### src/rtl/pfu.sv
`default_nettype none
// ---------------------------------------------------------------------------
// pfu : rv32i prefetch unit - word fetch, small instruction FIFO, dav/ack to id
// Optional PFU_ALIGN_CHECK_EN: misaligned vector target yields one ferr entry.
// Rev 1.0
// ---------------------------------------------------------------------------
`ifndef SOFID_RANGE
`define SOFID_RANGE 1:0
`define SOFID_RUN   2'b00
`define SOFID_JUMP  2'b01
`endif

module pfu #(
  parameter int                C_XLEN         = 32,
  parameter int                C_FIFO_DEPTH_X = 2,
  parameter logic [C_XLEN-1:0] C_RESET_VECTOR = '0
) (
  input  logic                 clk_i,
  input  logic                 clk_en_i,
  input  logic                 resetb_i,
  input  logic                 exs_pc_wr_i,
  input  logic [C_XLEN-1:0]    exs_pc_i,
  output logic                 ids_dav_o,
  input  logic                 ids_ack_i,
  output logic [`SOFID_RANGE]  ids_sofid_o,
  output logic [31:0]          ids_ins_o,
  output logic                 ids_ferr_o,
  output logic [C_XLEN-1:0]    ids_pc_o,
  output logic                 imem_req_o,
  input  logic                 imem_gnt_i,
  output logic [C_XLEN-1:0]    imem_addr_o,
  input  logic                 imem_rvalid_i,
  input  logic [31:0]          imem_rdata_i,
  input  logic                 imem_rerr_i
);

  localparam int               C_DEPTH   = 1 << C_FIFO_DEPTH_X;
  localparam int               C_CW      = C_FIFO_DEPTH_X + 1;
  localparam logic [C_CW:0]    C_DEPTH_L = (C_CW+1)'(C_DEPTH);
  localparam logic [0:0]       S_FETCH   = 1'b0;
  localparam logic [0:0]       S_HALT    = 1'b1;

  logic [0:0]                r_state, w_state_nxt;
  logic [C_XLEN-1:0]         r_fetch_pc, r_resp_pc;
  logic [C_CW-1:0]           r_cnt, r_out, r_disc;
  logic [C_FIFO_DEPTH_X-1:0] r_wptr, r_rptr;
  logic                      r_sof_pend;
  logic                      r_aerr;

  logic [31:0]               r_ins  [C_DEPTH];
  logic [C_XLEN-1:0]         r_pc   [C_DEPTH];
  logic                      r_ferr [C_DEPTH];
  logic [`SOFID_RANGE]       r_sof  [C_DEPTH];

  logic              w_vec, w_acc, w_rv, w_drop, w_push, w_pop, w_misalign;
  logic              w_push_ferr;
  logic [31:0]       w_push_ins;
  logic [C_XLEN-1:0] w_tgt, w_rpc_tgt;
  logic [C_CW:0]     w_level;

`ifdef PFU_ALIGN_CHECK_EN
  assign w_misalign = exs_pc_wr_i & (exs_pc_i[1:0] != 2'b00);
`else
  assign w_misalign = 1'b0;
`endif
  assign w_tgt      = exs_pc_i & ~{{(C_XLEN-2){1'b0}}, 2'b11};
  // A misaligned target is reported with its original address.
  assign w_rpc_tgt  = w_misalign ? exs_pc_i : w_tgt;

  assign w_vec       = exs_pc_wr_i;
  assign w_acc       = imem_req_o & imem_gnt_i;
  assign w_rv        = imem_rvalid_i;
  assign w_drop      = (r_disc != '0);
  assign w_push      = ((w_rv & ~w_drop) | r_aerr) & ~w_vec;
  assign w_pop       = ids_ack_i & ids_dav_o & ~w_vec;
  assign w_push_ferr = r_aerr | imem_rerr_i;
  assign w_push_ins  = r_aerr ? 32'h0 : imem_rdata_i;
  assign w_level     = {1'b0, r_cnt} + {1'b0, r_out};

  always_ff @(posedge clk_i or negedge resetb_i) begin
    if (!resetb_i) begin
      r_state <= S_FETCH;
    end else if (clk_en_i) begin
      r_state <= w_state_nxt;
    end
  end

  always_comb begin
    w_state_nxt = r_state;
    if (w_vec) begin
      w_state_nxt = w_misalign ? S_HALT : S_FETCH;
    end else if (w_push & w_push_ferr) begin
      w_state_nxt = S_HALT;
    end
  end

  // Gating on the registered count keeps out_q within the free FIFO space.
  always_comb begin
    imem_req_o = resetb_i & clk_en_i & ~exs_pc_wr_i &
                 (r_state == S_FETCH) & (w_level < C_DEPTH_L);
  end

  always_ff @(posedge clk_i or negedge resetb_i) begin
    if (!resetb_i) begin
      r_fetch_pc <= C_RESET_VECTOR;
      r_resp_pc  <= C_RESET_VECTOR;
      r_cnt      <= '0;
      r_out      <= '0;
      r_disc     <= '0;
      r_wptr     <= '0;
      r_rptr     <= '0;
      r_sof_pend <= 1'b1;
      r_aerr     <= 1'b0;
    end else if (clk_en_i) begin
      if (w_vec) begin
        // Everything still in flight after this cycle belongs to the old stream.
        r_fetch_pc <= w_tgt;
        r_resp_pc  <= w_rpc_tgt;
        r_cnt      <= '0;
        r_wptr     <= '0;
        r_rptr     <= '0;
        r_out      <= r_out - C_CW'(w_rv);
        r_disc     <= r_out - C_CW'(w_rv);
        r_sof_pend <= 1'b1;
        r_aerr     <= w_misalign;
      end else begin
        r_aerr <= 1'b0;
        r_out  <= r_out + C_CW'(w_acc) - C_CW'(w_rv);
        r_cnt  <= r_cnt + C_CW'(w_push) - C_CW'(w_pop);
        if (w_acc) begin
          r_fetch_pc <= r_fetch_pc + C_XLEN'(4);
        end
        if (w_rv & w_drop) begin
          r_disc <= r_disc - C_CW'(1);
        end
        if (w_push) begin
          r_wptr     <= r_wptr + C_FIFO_DEPTH_X'(1);
          r_resp_pc  <= r_resp_pc + C_XLEN'(4);
          r_sof_pend <= 1'b0;
        end
        if (w_pop) begin
          r_rptr <= r_rptr + C_FIFO_DEPTH_X'(1);
        end
      end
    end
  end

  always_ff @(posedge clk_i) begin
    if (clk_en_i & w_push) begin
      r_ins[r_wptr]  <= w_push_ins;
      r_pc[r_wptr]   <= r_resp_pc;
      r_ferr[r_wptr] <= w_push_ferr;
      r_sof[r_wptr]  <= r_sof_pend ? `SOFID_JUMP : `SOFID_RUN;
    end
  end

  assign ids_dav_o   = (r_cnt != '0);
  assign ids_ins_o   = r_ins[r_rptr];
  assign ids_pc_o    = r_pc[r_rptr];
  assign ids_ferr_o  = r_ferr[r_rptr];
  assign ids_sofid_o = r_sof[r_rptr];
  assign imem_addr_o = r_fetch_pc;

endmodule

`default_nettype wire

### config.mk
export PLATFORM = sky130hd
export DESIGN_NAME = pfu
export DESIGN_NICKNAME = d
export VERILOG_FILES = /design/src/rtl/pfu.sv
export SDC_FILE = /design/constraint.sdc
export NUM_CORES = 1
export LEC_CHECK = 0
export CAP_MARGIN = 20
export CORE_UTILIZATION = 60
export CTS_CLUSTER_SIZE = 40
export DETAILED_ROUTE_END_ITERATION = 10
export PLACE_DENSITY = 0.85
export SLEW_MARGIN = 20
export SYNTH_ARGS = -nofsm -noshare
export SYNTH_HDL_FRONTEND = slang
export SYNTH_SLANG_ARGS = --single-unit
### constraint.sdc
create_clock -name clk_i -period 7.7 [get_ports clk_i]
set_input_delay 1.54 -clock clk_i [delete_from_list [all_inputs] [get_ports clk_i]]
set_output_delay 1.54 -clock clk_i [all_outputs]
set_load 0.01 [all_outputs]
==> out/qor.yml <==
floorplanning:
  chipWidth_um: 155
  die_h_um: 155
  num_rows: 55
  initial_utilization_pct: 61.5
  ios: 173
  floorplan.die_area_mm2: 0.0240
  core_area_mm2: 0.0228
timing:
  tightest_slew_ns: 1.08
  slew_viol_final: 0
  finalSetupViolations: 0
  hold_slack_ns: 0.495
  fin_crit_ns: 4.85
  rsz0062_at_grt: "false"
  hold_viol: 0
  fin_worst_skew_ns: 0.0236
  maxSlewHeadroom_pct: 27.8
  fmax_ghz: 0.206
  fin_tns_setup_ns: 0
  min_period_over_period_pct: 63.0
cts:
  clock_sinks: 331
  clockRootBuffer: "clkbuf_16"
  htree_levels: 2
  postCtsSetupRepairBufs: 0
  cts_tree: "built"
  path_clk_slew_ns: 0.06
  clockBufferDepth: 3
  cts_buffers: 34
  clock_latency_ns: 0.52
  cts_hold_buffers: 0
  post_cts_resized: 0
synthesis:
  async_flop_share_pct: 22.7
  synth.avg_cell_area_um2: 15.5
  synth_area_mm2: 0.0140
  synthCells: 904
  synth-seq-cells: 331
  synth-edff-count: 256
  yosys_warnings: 0
  ys_seq_area_share_pct: 68.3
  synthFlopType: "edfxtp_1"
  synth.distinct_cells: 65
run:
  max-cap-violations: 0
setup_path:
  critical_path_required_ns: 6.16
  cp_max_fo: 64
  endpoint_kind: "primary output"
  path_class: "input port to primary output"
  startpoint_type: "input port"
  crit_arrival_ns: 3.31
placed_design:
  globalplace.congestion: 0.909
  dp_hpwl_mm: 19.5
  portBuffers: 165
  dpl_cell_area_mm2: 0.0159
  dp.cells: 1348
route:
  drc_errors: 0
  viasPerCell: 6.23
  via_count: 8784
  drt-total-wl_mm: 31.8
  drtAntennaViolNets: 0
  wire_per_inst_um: 22.6
  firstDrtPassIters: 6
  drtIter0Drc: 898
layout:
  final_cell_area_mm2: 0.0169
  drive_above_1_share_pct: 12.6
  final_cells: 1409
  finalNetCount: 1161
  n_antenna_cell: 0
  area_delta_synth_final_pct: 20.8
pwr:
  p_leak_nw: 5.82
  ir_drop_uv: 171
  p_per_area_mw_per_mm2: 279
status:
  outcome: "finished clean"
grt:
  first_global_vias: 8811
  gr-total-overflow: 0
  grt_pass1_wl_mm: 49.2
  antenna_found_initial: 0
  grt_usage_pct: 27.4
  grt_max_degree: 65
worst_hold_path:
  min_path_type: "flip-flop to flip-flop"
## worst max-delay path, cell delays in order
cell             delay [ns]
buf_2                  0.08
buf_4                  0.49
and4bb_1               0.31
nand2_1                0.07
nor4_1                 0.23
clkdlybuf4s50_1        0.60
## state kept, by name, indices dropped and copies added, names as in the netlist
name	flops
r_ins	128
r_pc	120
imem_addr_o	30
r_resp_pc	30
r_ferr	4
r_sof	4
r_cnt	3
r_disc	3
r_out	3
r_rptr	2
r_wptr	2
r_sof_pend	1
r_state	1
## final cells by class
class,count,area [µm²]
clock buffers,45,902
clock inverters,16,93.8
fillers,1377,5850
inverters,21,83.8
multi-input cells,506,4160
flip-flops and latches,331,9570
well taps,313,392
repair buffers,177,1730
## metal layers
layer	share of wire (%)	vias up	global-route usage, %
met2	50	479	46.0
met5	0	-	0
li1	-	3920	-
met4	1.7	0	7.87
met1	39	4340	37.8
met3	8.8	45	4.34
## cell families (layout without fill, tap and decap cells)
family                   after synthesis  after routing  share of synthesized area, %
flip-flops                           331            331                          68.3
XOR/XNOR                               6              6                         0.375
other                                  1              5                        0.0268
AND/OR/NAND/NOR                      219            219                          7.96
multiplexers                          91             91                          12.2
buffers and inverters                 71            259                          2.24
AO/OA/AOI/OAI                        167            167                          7.18
adder cells (fa/ha/maj)               18             18                          1.71
## through the flow
stage               utilization, %  total power (W)  worst slack (ns)
floorplan                        -          0.00279              3.59
global placement              69.9          0.00322              2.84
detailed placement            69.9          0.00326              2.84
CTS                           74.3          0.00475              2.81
global route                  74.3          0.00491              2.64
finish                        74.3          0.00472              2.85
## power by group
group	switching (W)	internal, W
clock	0.000660	0.000831
combinational	0.000429	0.000546
sequential	0.000195	0.00206
total	0.00128	0.00344
## cell usage in the layout (no fill, tap or decap), types with 5 or more instances in the layout
cell and n:
clkinv_2 6, a21oi_1 54, nand4_1 22, clkbuf_1 10, nor3_1 12, inv_1 18, mux4_2 64, dfrtp_1 72
nand3_1 31, nand2_1 62, buf_4 12, clkinv_1 8, and3_1 9, edfxtp_1 256, clkdlybuf4s50_1 162, o22ai_1 26
nor2_1 36, nor4_1 14, conb_1 5, mux2i_1 25, ha_1 16, o21ai_0 45, clkbuf_16 34
## path summary, 6_finish.rpt
check                      slack, ns  depth (start not counted)              startpoint                           to
setup / recovery                2.85                          6                clk_en_i                   imem_req_o
hold / removal                  0.49                          2  r_sof_pend$_DFFE_PN1P_       r_sof_pend$_DFFE_PN1P_
setup reg to reg                4.48                          6   r_disc[0]$_DFFE_PN0P_        r_pc[3][26]$_DFFE_PP_
hold reg to reg                 0.49                          2  r_sof_pend$_DFFE_PN1P_       r_sof_pend$_DFFE_PN1P_
max in group asynchronous       5.64                          3                resetb_i        r_rptr[0]$_DFFE_PN0P_
min in group asynchronous       1.10                          2                resetb_i  imem_addr_o[10]$_DFFE_PN0P_
## cells in the mapped netlist (all sizes together), types with 4 or more instances
cell type	number	area, µm²
a21o	4	30.0
a21oi	54	270
a22oi	4	30.0
and2	8	50.1
and3	9	56.3
and4	4	35.0
buf	21	121
clkbuf	29	109
dfrtp	74	1850
edfxtp	256	7690
ha	16	200
inv	19	76.3
mux2i	25	250
mux4	64	1440
nand2	62	233
nand3	31	155
nand4	22	138
nor2	37	139
nor3	13	70.1
nor4	15	100
o21ai	45	225
o22ai	26	163
or3	5	36.3
xnor2	4	35.0
No activity file was read; power rests on OpenSTA's default activity.
